## src/rtl/rv32_pkg.sv

```systemverilog
// rv32_pkg: shared RV32 datapath width, reset vector and NOP encoding
package rv32_pkg;
   localparam int XLEN = 32;
   localparam logic [31:0] NOP_INST = 32'h0000_0013;
   localparam logic [XLEN-1:0] RESET_PC = '0;
endpackage

```

## src/rtl/fetch_fifo.sv

```systemverilog
// fetch_fifo: synchronous FIFO with flush, used for the instruction buffer and the request PC queue
module fetch_fifo #(
   parameter int WIDTH = 64,
   parameter int DEPTH = 2
) (
   input  logic                       clk,
   input  logic                       rst,
   input  logic                       push,
   input  logic                       pop,
   input  logic                       flush,
   input  logic [WIDTH-1:0]           din,
   output logic [WIDTH-1:0]           dout,
   output logic                       full,
   output logic                       empty,
   output logic [$clog2(DEPTH+1)-1:0] count
);
   localparam int AW = DEPTH > 1 ? $clog2(DEPTH) : 1;
   localparam int CW = $clog2(DEPTH+1);
   logic [WIDTH-1:0] mem [DEPTH];
   logic [AW-1:0] rdPtr, wrPtr;
   logic doPush, doPop;
   function automatic logic [AW-1:0] incr(input logic [AW-1:0] p);
      return p == AW'(DEPTH-1) ? '0 : p + AW'(1);
   endfunction
   always_comb begin
      empty = count == '0;
      full = count == CW'(DEPTH);
      doPop = pop && !empty;
      doPush = push && !full;
      dout = mem[rdPtr];
   end
   always_ff @(posedge clk) begin
      if (rst || flush) begin
         rdPtr <= '0;
         wrPtr <= '0;
         count <= '0;
      end else begin
         if (doPush) begin
            mem[wrPtr] <= din;
            wrPtr <= incr(wrPtr);
         end
         if (doPop) rdPtr <= incr(rdPtr);
         count <= count + CW'(doPush) - CW'(doPop);
      end
   end
endmodule

```

## src/rtl/fetch_unit.sv

```systemverilog
// fetch_unit: RV32 instruction fetch; owns the PC, issues credit-limited word requests,
// buffers responses for decode and squashes wrong-path responses after a redirect.
module fetch_unit import rv32_pkg::*; #(
   parameter int                 XLEN     = rv32_pkg::XLEN,
   parameter logic [XLEN-1:0]    RESET_PC = rv32_pkg::RESET_PC,
   parameter int                 DEPTH    = 2
) (
   input  logic            clk,
   input  logic            rst,
   output logic            imem_req_valid,
   input  logic            imem_req_ready,
   output logic [XLEN-1:0] imem_req_addr,
   input  logic            imem_rsp_valid,
   input  logic [31:0]     imem_rsp_data,
   output logic [31:0]     inst,
   output logic [XLEN-1:0] inst_pc,
   output logic            inst_valid,
   input  logic            inst_ready,
   input  logic            pcSel,
   input  logic [XLEN-1:0] pc_target
);
   localparam int CW = $clog2(DEPTH+1);
   localparam logic [CW:0] CAP = (CW+1)'(DEPTH);
   logic [XLEN-1:0] pc, pcqHead, bufPc;
   logic [31:0] bufInst;
   logic [CW-1:0] outstanding, dropCnt, outNext, bufCount, pcqCount;
   logic accept, rspKeep, bufPop, bufFull, bufEmpty, pcqFull, pcqEmpty;
   always_comb begin
      imem_req_valid = !rst && ({1'b0, outstanding} + {1'b0, bufCount}) < CAP;
      imem_req_addr = pc;
      accept = imem_req_valid && imem_req_ready;
      rspKeep = imem_rsp_valid && dropCnt == '0 && !pcSel;
      outNext = outstanding + CW'(accept) - CW'(imem_rsp_valid);
      inst_valid = !rst && !bufEmpty;
      bufPop = inst_valid && inst_ready;
      inst = inst_valid ? bufInst : NOP_INST;
      inst_pc = inst_valid ? bufPc : '0;
   end
   // a redirect drops every request still in flight, including one accepted this cycle
   always_ff @(posedge clk) begin
      if (rst) begin
         pc <= RESET_PC;
         outstanding <= '0;
         dropCnt <= '0;
      end else begin
         outstanding <= outNext;
         pc <= pcSel ? (pc_target & ~XLEN'(3)) : accept ? pc + XLEN'(4) : pc;
         dropCnt <= pcSel ? outNext : (imem_rsp_valid && dropCnt != '0) ? dropCnt - CW'(1) : dropCnt;
      end
   end
   fetch_fifo #(.WIDTH(32+XLEN), .DEPTH(DEPTH)) instBuf (
      .clk(clk), .rst(rst), .push(rspKeep), .pop(bufPop), .flush(pcSel),
      .din({imem_rsp_data, pcqHead}), .dout({bufInst, bufPc}),
      .full(bufFull), .empty(bufEmpty), .count(bufCount)
   );
   fetch_fifo #(.WIDTH(XLEN), .DEPTH(DEPTH)) pcQueue (
      .clk(clk), .rst(rst), .push(accept), .pop(rspKeep), .flush(pcSel),
      .din(pc), .dout(pcqHead),
      .full(pcqFull), .empty(pcqEmpty), .count(pcqCount)
   );
   bufOverflow: assert property (@(posedge clk) disable iff (rst) !(rspKeep && bufFull));
   pcqConsistent: assert property (@(posedge clk) disable iff (rst)
      !(accept && pcqFull) && !(rspKeep && pcqEmpty) && pcqCount == outstanding - dropCnt);
endmodule

```

## config.mk

```make
export PLATFORM = sky130hd
export DESIGN_NAME = fetch_unit
export DESIGN_NICKNAME = d
export VERILOG_FILES = /design/src/rtl/rv32_pkg.sv /design/src/rtl/fetch_fifo.sv /design/src/rtl/fetch_unit.sv
export SDC_FILE = /design/constraint.sdc
export NUM_CORES = 1
export LEC_CHECK = 0
export BUFFER_PORTS_ARGS = -buffer_cell sky130_fd_sc_hd__buf_2
export CORE_MARGIN = 3
export CORE_UTILIZATION = 25
export DETAILED_ROUTE_END_ITERATION = 16
export GPL_ROUTABILITY_DRIVEN = 0
export PLACE_DENSITY = 0.45
export SLEW_MARGIN = 10
export SYNTH_ARGS = -nofsm -noshare
export SYNTH_HDL_FRONTEND = slang
export SYNTH_SLANG_ARGS = --single-unit
```

## constraint.sdc

```tcl
create_clock -name clk -period 8.46 [get_ports clk]
set_clock_uncertainty 0.05 [all_clocks]
set_input_delay 1.692 -clock clk [delete_from_list [all_inputs] [get_ports clk]]
set_output_delay 1.692 -clock clk [all_outputs]
set_load 0.005 [all_outputs]
```

==> metrics, run 1 <==
largest net degree at the start of global routing=between 60 and 70; final worst-path cycle share=71.1%; flop2flop setup slack=~4.8 ns; Worst Hold Class=reg2reg; ANT nets after route=0; WL final=23800 um; PwrDens=221 nW/um2; Final Slew Violations=0; DRC Markers=0; Synthesis Warnings=0; Critical R2R Launch=instBuf.count[0]$_SDFF_PP0_; Critical Path End Type=output pin; cells on worst reg2reg path=7; Worst R2R End=imem_req_addr[21]$_SDFFE_PP0P_; commonest cells after routing, fill and taps aside=edfxtp_1 (184), buf_2 (161), nor2_1 (97); layout cells sized above 1=29.2%; IO Count=around 170; Max Buffers Root-to-Sink=3; vias in the first global route=roughly 5900; FFs w/ async S/R, synth=0%; H-tree depth=1; Setup Crit Path Kind=in2out; startpoint types=primary input; outcome=complete, no violations; first-pass GRT wire length=35800 um; initial drt markers=201; Port Buffers=161; Cells after Synth=660; CTS tree=built; WL per Instance=18.2 um; GRT Util Overall=a little under an eighth; Root Buffer=clkbuf_16; Arr. time, crit path=roughly 4.3 ns; synthesized area per cell=14.0 um2; FP Rows=69; routed length on met1=between 10000 and 15000 um; TritonRoute pass-1 iters=4; setup_tns=0 ns; RSZ-0062 raised after global routing=no; post-synthesis sequential area ratio=between 60% and 70%; final core occ=31.7%; # Max-Cap Violations=0; #FFs+latches synth=approximately 230; VDD IR max=0.130 mV; max layer used=met4; most common cell after layout, fill and taps aside=edfxtp_1; Detail Placement HPWL=14900 um; Die Width=just under 200 um; count of cell types in the netlist=56; Post-synth EDFFs=184; Core Footprint=36100 um2; area grow syn2layout=23.5%; Hold Fails Final Rpt=0; post-CTS setup buffer count=0; CTS sink cnt=228; relative max-transition margin=29.5%; Worst Hold Depth=2; Worst EP required=6.72 ns; Post-synth top flop=edfxtp_1; Hold Slack=around 0.46 ns; die height=roughly 200 um; min-delay src=pcQueue.rdPtr$_SDFFE_PP0P_; vias=5872; final setup fails=0; antenna cells=0; CTS Buf Count=27; worst-path fanout max=54; leakage power=0.00401 uW; initial antenna violation count=0; routed wl met2=10800 um; Final nets=904; Least-Margin Pin Slew=around 1.1 ns; die area=39400 um2; CTS resizes=0; CTS Hold Bufs=0; CTS clk-pin slew, worst paths=0.06 ns; post-DR vias/cell=roughly 4.5; Initial Utilization=25.7%; total congestion overflow=0; Cell Area, Synth=9270 um2; Tmin final=6.02 ns; Max Freq=roughly 0.17 GHz; met3 routed WL=1470 um; Clock Latency Late Sink=about 0.52 ns
==> layer usage <==
layer  GRT usage, %  up-vias
li1               -     2807
met1           16.5     2869
met2           19.1      165
met3           2.05       31
met4           2.97        0
met5              0        -
==> per-stage QoR <==
stage / cells / setup WS [ns] / total power [uW] / instance area (um2)
3_3_place_gp: 1258 / 2.27 / 1460 / 10600
2_1_floorplan: 663 / 3.15 / 1380 / 9280
6_report: 1307 / 2.44 / 2530 / 11400
4_1_cts: 1307 / 2.32 / 2570 / 11400
5_1_grt: 1307 / 2.21 / 2640 / 11400
3_5_place_dp: 1258 / 2.34 / 1460 / 10600
==> report_power, final <==
group | internal [uW] | leakage, uW | total [uW] | switching [uW]
sequential | 1250 | 0.00204 | 1280 | 30.8
combinational | 63.0 | 0.00157 | 150 | 87.5
clock | 660 | 0.000409 | 1090 | 434
total | 1970 | 0.00401 | 2530 | 553
==> worst max path at each step <==
stage / cells past startpoint / startpoint / slack, ns / end
final: 6 / rst / 2.44 / inst_pc[29]
after global routing: 6 / rst / 2.21 / inst_pc[30]
after CTS: 6 / rst / 2.32 / inst_pc[30]
after detailed placement: 6 / rst / 2.34 / inst_pc[30]
after global placement: 6 / rst / 2.27 / inst_pc[30]
after floorplan: 4 / pcSel / 3.15 / instBuf.mem[0][10]$_DFFE_PP_
==> synth_stat cells (all sizes together) (2+ instances only) <==
cell | instances | share of area, %
edfxtp | 184 | 60
o21ai | 11 | 0.59
mux2i | 62 | 6.7
nand4b | 2 | 0.19
xor2 | 6 | 0.57
dfxtp | 44 | 9.5
or4 | 9 | 0.77
ha | 7 | 0.94
nor3b | 2 | 0.16
and2 | 3 | 0.20
buf | 12 | 0.65
nor3 | 11 | 0.59
nor4 | 6 | 0.40
nor2 | 99 | 4.0
nand2b | 2 | 0.13
o211a | 2 | 0.22
or3 | 7 | 0.47
clkbuf | 22 | 0.89
nand2 | 22 | 0.89
o211ai | 2 | 0.16
nand4 | 7 | 0.47
a211oi | 8 | 0.65
xnor2 | 14 | 1.3
and3 | 6 | 0.40
mux2 | 30 | 3.6
or2 | 2 | 0.13
nand3 | 16 | 0.86
inv | 14 | 0.57
a311oi | 13 | 1.2
a21oi | 7 | 0.38
o31ai | 7 | 0.57
==> worst max-delay path, cell delays in order <==
cell and delay [ns]:
buf_2 0.58, clkinv_1 0.64, o21ai_4 0.33, buf_4 0.64, nor2_1 0.18, buf_2 0.17
==> sequential cells by signal (all words and copies together), names as in the netlist, 2 cells and up, named ones only <==
signal,cells
dropCnt,2
instBuf.mem,124
pcQueue.mem,60
imem_req_addr,30
instBuf.count,2
pcQueue.count,2
outstanding,2
==> kinds of logic (layout without fill, tap and decap cells) <==
logic type      count (synthesis)  after routing  synth area share (%)
simple gates                  200            200                  10.4
flops                         228            228                  69.1
xor+xnor                       20             20                  1.89
compound gates                 62             62                  4.90
other cells                     1              4                0.0405
mux                            92             92                  10.3
buf+inv                        49            232                  2.15
fa+ha+maj                       8              8                  1.16
==> final cells by class <==
type / count / area [um2]
inverter: 15 / 56.3
timing repair buffer: 168 / 858
clock buffer: 36 / 729
fill: 3628 / 24600
sequential: 228 / 6410
clock inverter: 13 / 110
multi-input combinational: 386 / 2710
tap: 461 / 577
Power figures use the tool's default switching activity.
==> run 2: changes to the inputs <==
Settings changed: ABC_AREA from default to 1, PLACE_DENSITY 0.45 to 0.46.
Clock period 8.46 ns to 5.3 ns, I/O delays scaled along.
==> run 2 against run 1 <==
Against the previous run: design area grew 7.6%; clock power rose by 76%; sequential cell count is the same; count of clock-buffer cells in the layout up 8; first-iteration DRC count grew 16%; combinational power up 74%; final cell count grew 21%; hold slack got worse by 0.057 ns; core utilization shrank 0.23 points.
==> metrics, run 2 <==
Arr. time, crit path=2.69 ns (-1.59 ns); Worst Hold Class=reg2reg; multi-input logic area=2930 um2 (+8.3%); min-delay src=pcQueue.rdPtr$_SDFFE_PP0P_; Worst R2R End=pcQueue.mem[0][29]$_DFFE_PP_; RSZ-0062 raised after global routing=no; cells on worst reg2reg path=8 (+1); antenna cells=0 (unchanged); ANT nets after route=0 (unchanged); Reg with most FFs=instBuf.mem; leakage power=0.00501 uW (+25%); FFs w/ async S/R, synth=0% (unchanged); Post-synth top cells=nand2_1 (188), edfxtp_1 (184), inv_1 (133); vias in the first global route=6563 (+11%); # Max-Cap Violations=0 (unchanged); CTS Hold Bufs=0 (unchanged); Port Buffers=161 (unchanged); cell mode on critical path=buf_2; final setup fails=0 (unchanged); IO Count=168 (unchanged); Synthesis Warnings=0 (unchanged); Max Freq=0.263 GHz; post-synthesis sequential area ratio=64.1% (-5.0 points); CTS Buf Count=28 (+3.7%); Die Width=206 um (+3.7%); max FFs per register=124 (unchanged); Cell Area, Synth=9990 um2 (+7.8%); Critical R2R Launch=instBuf.count[0]$_SDFF_PP0_; DRC Markers=0 (unchanged); Tmin final=roughly 3.8 ns; most common cell after layout, fill and taps aside=nand2_1; Final nets=1122 (+24%); post-CTS setup buffer count=0 (unchanged); Hold Fails Final Rpt=0 (unchanged); Initial Utilization=25.6% (-0.14 points); die area=42400 um2 (+7.5%); startpoint types=primary input; flop2flop setup slack=2.43 ns (-2.38 ns); Critical Path, Cell by Cell=buf_2 -> a21oi_4 -> buf_4 -> nand2_1 -> inv_1 -> buf_2; VDD IR max=0.129 mV (-1.0%); Critical-path top delay cell=buf_4; vias=6545 (+11%); synthesized area per cell=11.4 um2 (-19%); CTS clk-pin slew, worst paths=0.06 ns (about the same); final core occ=31.5% (-0.23 points); H-tree depth=1 (unchanged); outcome=complete, no violations; die height=206 um (+3.7%); layout cells sized above 1=30.5% (+1.3 points); TritonRoute pass-1 iters=4 (unchanged); first-pass GRT wire length=38400 um (+7.4%); CTS tree=built; relative max-transition margin=30.9% (+1.4 points); count of cell types in the netlist=35 (-38%); Clock Latency Late Sink=0.54 ns (+0.02 ns); initial drt markers=233 (+16%); Detail Placement HPWL=16500 um (+11%); total congestion overflow=0 (unchanged); final worst-path cycle share=71.6%; Max Buffers Root-to-Sink=3 (unchanged); register area=6410 um2 (about the same); Cells after Synth=878 (+33%); PwrDens=343 nW/um2 (+55%); FILL cells=4062 (+12%); Post-synth EDFFs=184 (unchanged); share of the synthesized area in the top cell type=55.3% (-4.3 points); synth top area cells=edfxtp_1 (55%), mux2_2 (10%), dfxtp_1 (8.8%), nand2_1 (7.1%), inv_1 (5.0%); Post-synth top flop=edfxtp_1; WL final=25400 um (+6.6%); CTS sink cnt=228 (unchanged); Least-Margin Pin Slew=1.04 ns (-0.0188 ns); slowest stage delay, CP=0.46 ns (-0.18 ns); GRT Util Overall=11.8% (-0.013 points); Crit path buffers/inverters=4 (unchanged); area grow syn2layout=23.3%; Worst EP required=4.19 ns (-2.53 ns); Root Buffer=clkbuf_16; CTS resizes=0 (unchanged); largest area contributor in the netlist=edfxtp_1; commonest cells after routing, fill and taps aside=nand2_1 (188), edfxtp_1 (184), buf_2 (161); worst setup path startpoint=rst; worst-path fanout max=37 (-31%); top-count cell post-synth=nand2_1; Critical Path End Type=output pin; Final Slew Violations=0 (unchanged); largest net degree at the start of global routing=66 (+4.8%); Hold Slack=0.404 ns (-0.0572 ns); initial antenna violation count=0 (unchanged); #FFs+latches synth=228 (unchanged); Setup Crit Path Kind=in2out; post-DR vias/cell=4.13 (-8.0%); WL per Instance=16.0 um (-12%); Worst Hold Depth=1 (-1); Core Footprint=39100 um2 (+8.3%); FP Rows=72 (+4.3%); Worst path top cell family by delay=buffers and inverters
[run 2: changes by cell type after synthesis, moves of 10 or more]
| cell | change |
|---|---|
| nor2_1 | -59 |
| a21oi_1 | +25 |
| buf_2 | +12 |
| inv_1 | +121 |
| a311oi_1 | -13 |
| nand3_1 | +21 |
| mux2i_1 | -62 |
| clkbuf_1 | -10 |
| o21ai_1 | +15 |
| mux2_2 | +59 |
| nand2_1 | +166 |
[run 2: metal layers]
metal,global-route usage [%],vias to the layer above,wire length [um]
met5,0,-,0
met4,2.88,0,422
met3,2.16,34,1260
met2,20.2,128,11900
met1,15.5,3128,11800
li1,-,3255,-
[run 2: worst max-delay path by stage]
stage | endpoint | cells after the start
global route | inst_pc[8] | 6
finish | inst_pc[8] | 6
global placement | inst_pc[8] | 6
detailed placement | inst_pc[8] | 6
floorplan | instBuf.mem[0][10]$_DFFE_PP_ | 5
CTS | inst_pc[8] | 6
[run 2: stage by stage]
stage	cells	worst slack, ns	power (uW)	cell area, um2	setup TNS, ns
after floorplan	881	-1.12	2220	10000	-139.48
final	1584	1.50	4220	12300	0
after detailed placement	1532	1.41	2350	11400	0
after global routing	1584	1.30	4410	12300	0
after global placement	1532	1.40	2340	11400	0
after CTS	1584	1.38	4300	12300	0
[run 2: area by class of cell]
cell class                 count  share of cell area [%]
multi-input combinational    485                    23.8
timing repair buffer         166                    7.05
tap                          518                    5.26
sequential                   228                    52.1
clock buffer                  44                    6.94
inverter                     135                    4.14
clock inverter                 8                   0.742
[run 2: kinds of logic (layout without fill, tap and decap cells)]
family	count (synthesis)	count (layout)	synth area share, %
and+or+nand+nor	293	293	12.5
DFF	228	228	64.1
buffers and inverters	168	353	6.94
muxes	89	89	10.0
AOI/OAI and AO/OA	80	80	4.35
xor gates and xnor gates	11	11	0.964
adders and majority gates	8	8	1.08
other	1	4	0.0375
[run 2: power breakdown]
part / leakage (uW) / switching, uW / internal, uW / total (uW)
registers: 0.00204 / 48.2 / 1990 / 2040
logic: 0.00251 / 158 / 103 / 261
clock network: 0.000461 / 719 / 1200 / 1920
total: 0.00501 / 926 / 3290 / 4220
==> run 3: changes to the inputs <==
Settings changed: ABC_AREA 1 to 0, PLACE_DENSITY 0.46 to 0.45.
Clock period 5.3 ns to 3.8 ns, I/O delays scaled along.
==> run 3 against run 2 <==
Against the previous run: hold slack worse by 0.049 ns; register-to-register slack worse by 1.7 ns; combinational power up 33%; routed wire length down 7.1%; sequential share of layout area up 3.3 points; critical path depth up 1; die area down 7.0%; worst setup slack worse by 0.75 ns; largest cell class unchanged; highest routed layer unchanged.
==> metrics, run 3 (same netlist as run 1, synthesis figures left out) <==
outcome=complete, no violations; CTS Hold Bufs=0 (unchanged); most common cell after layout, fill and taps aside=edfxtp_1; Die Width=199 um (-3.6%); DP Cell Count=1268 (-17%); CTS sink cnt=228 (unchanged); CTS clk-pin slew, worst paths=0.06 ns (about the same); Worst Hold Class=in2reg; CTS tree=built; ANT nets after route=0 (unchanged); Root Buffer=clkbuf_16; largest net degree at the start of global routing=63 (-4.5%); PwrDens=488 nW/um2 (+42%); global route hottest layer=met2; M3 GR Usage=3.22% (+1.1 points); WL per Instance=17.9 um (+12%); IO Count=168 (unchanged); Max Freq=0.328 GHz; die height=199 um (-3.6%); FP Rows=69 (-4.2%); H-tree depth=1 (unchanged); Final Slew Violations=0 (unchanged); Tmin final=3.05 ns; die area=39400 um2 (-7.0%); GR Util met2=18.5% (-1.7 points); total congestion overflow=0 (unchanged); Port Buffers=161 (unchanged); Arr. time, crit path=3.45 ns (+0.76 ns); Worst EP required=4.20 ns (about the same); GRT Util Overall=11.6% (-0.21 points); Detail Placement HPWL=15600 um (-5.5%); RSZ-0062 raised after global routing=no; Least-Margin Pin Slew=1.02 ns (-0.0154 ns); CTS Buf Count=28 (unchanged); Max Buffers Root-to-Sink=3 (unchanged); relative max-transition margin=31.9% (+1.0 points); Setup Crit Path Kind=reg2reg; layout cells sized above 1=30.2% (-0.34 points); Critical Path End Type=flop; commonest cells after routing, fill and taps aside=edfxtp_1 (184), buf_2 (161), nor2_1 (97); CTS resizes=0 (unchanged); vias in the first global route=5818 (-11%); post-CTS setup buffer count=0 (unchanged); DRC Markers=0 (unchanged); Reg with most FFs=instBuf.mem; first-pass GRT wire length=35000 um (-8.8%); Hold Fails Final Rpt=0 (unchanged); initial drt markers=234 (+0.43%); Final Instance Count excl. Fillers=1320 (-17%); met1 Use GR=15.6% (+0.080 points); area grow syn2layout=25.0%; Clock Latency Late Sink=0.55 ns (about the same); final setup fails=0 (unchanged); initial antenna violation count=0 (unchanged); WL final=23600 um (-7.1%); VDD IR max=0.292 mV (+130%); Initial Utilization=25.7% (+0.14 points); flop2flop setup slack=0.75 ns (-1.68 ns); leakage power=0.00409 uW (-18%); Final nets=915 (-18%); setup_tns=0 ns (unchanged); startpoint types=flop; # Max-Cap Violations=0 (unchanged); final worst-path cycle share=between 80% and 90%; worst-path fanout max=15 (-59%); post-DR vias/cell=4.47 (+8.2%); vias=5903 (-9.8%); antenna cells=0 (unchanged); Core Footprint=36100 um2 (-7.7%); TritonRoute pass-1 iters=4 (unchanged); max FFs per register=124 (unchanged)
==> run 3: per-layer routing <==
metal / wire [um] / vias to the layer above / share of wire (%)
met5: 0 / - / 0
met1: 11000 / 2891 / 47
met3: 1440 / 36 / 6.1
met2: 10600 / 144 / 45
li1: - / 2832 / -
met4: 576 / 0 / 2.4
==> run 3: metrics by stage <==
step | setup WS (ns) | hold slack [ns] | total power (uW) | area, um2 | util [%]
detailed placement | 0.761 | 0.452 | 3260 | 10700 | 29.7
CTS | 0.723 | 0.307 | 5770 | 11600 | 32.1
finish | 0.754 | 0.355 | 5650 | 11600 | 32.1
global route | 0.610 | 0.320 | 5910 | 11600 | 32.1
global placement | 0.785 | 0.447 | 3250 | 10700 | 29.7
floorplan | 0.121 | 0.431 | 3080 | 9280 | -
==> run 3: path summary, 6_finish.rpt <==
check | end | depth (start not counted) | start
worst min register to register | instBuf.rdPtr$_SDFFE_PP0P_ | 2 | instBuf.rdPtr$_SDFFE_PP0P_
worst min-delay path | instBuf.mem[0][34]$_DFFE_PP_ | 1 | imem_rsp_data[2]
worst max register to register | imem_req_addr[21]$_SDFFE_PP0P_ | 7 | instBuf.count[0]$_SDFF_PP0_
worst max-delay path | imem_req_addr[21]$_SDFFE_PP0P_ | 7 | instBuf.count[0]$_SDFF_PP0_
==> run 3: layout make-up <==
class | instances | area [um2]
clock buffers | 43 | 808
clock inverters | 9 | 48.8
fillers | 3621 | 24500
inverters | 15 | 56.3
multi-input cells | 386 | 2700
flip-flops and latches | 228 | 6410
well taps | 461 | 577
repair buffers | 178 | 983
==> run 3: power by group <==
group | switching, uW | internal (uW)
Clock | 1000 | 1460
Sequential | 69.3 | 2780
Combinational | 194 | 152
Total | 1260 | 4390
==> run 3: worst max-delay path, stage by stage (launching register included) <==
cell	delay, ns
dfxtp_1	0.38
and2_1	0.16
fa_1	0.46
nor4b_4	0.32
inv_2	0.13
or4_4	0.68
or4_1	0.51
a311oi_1	0.25
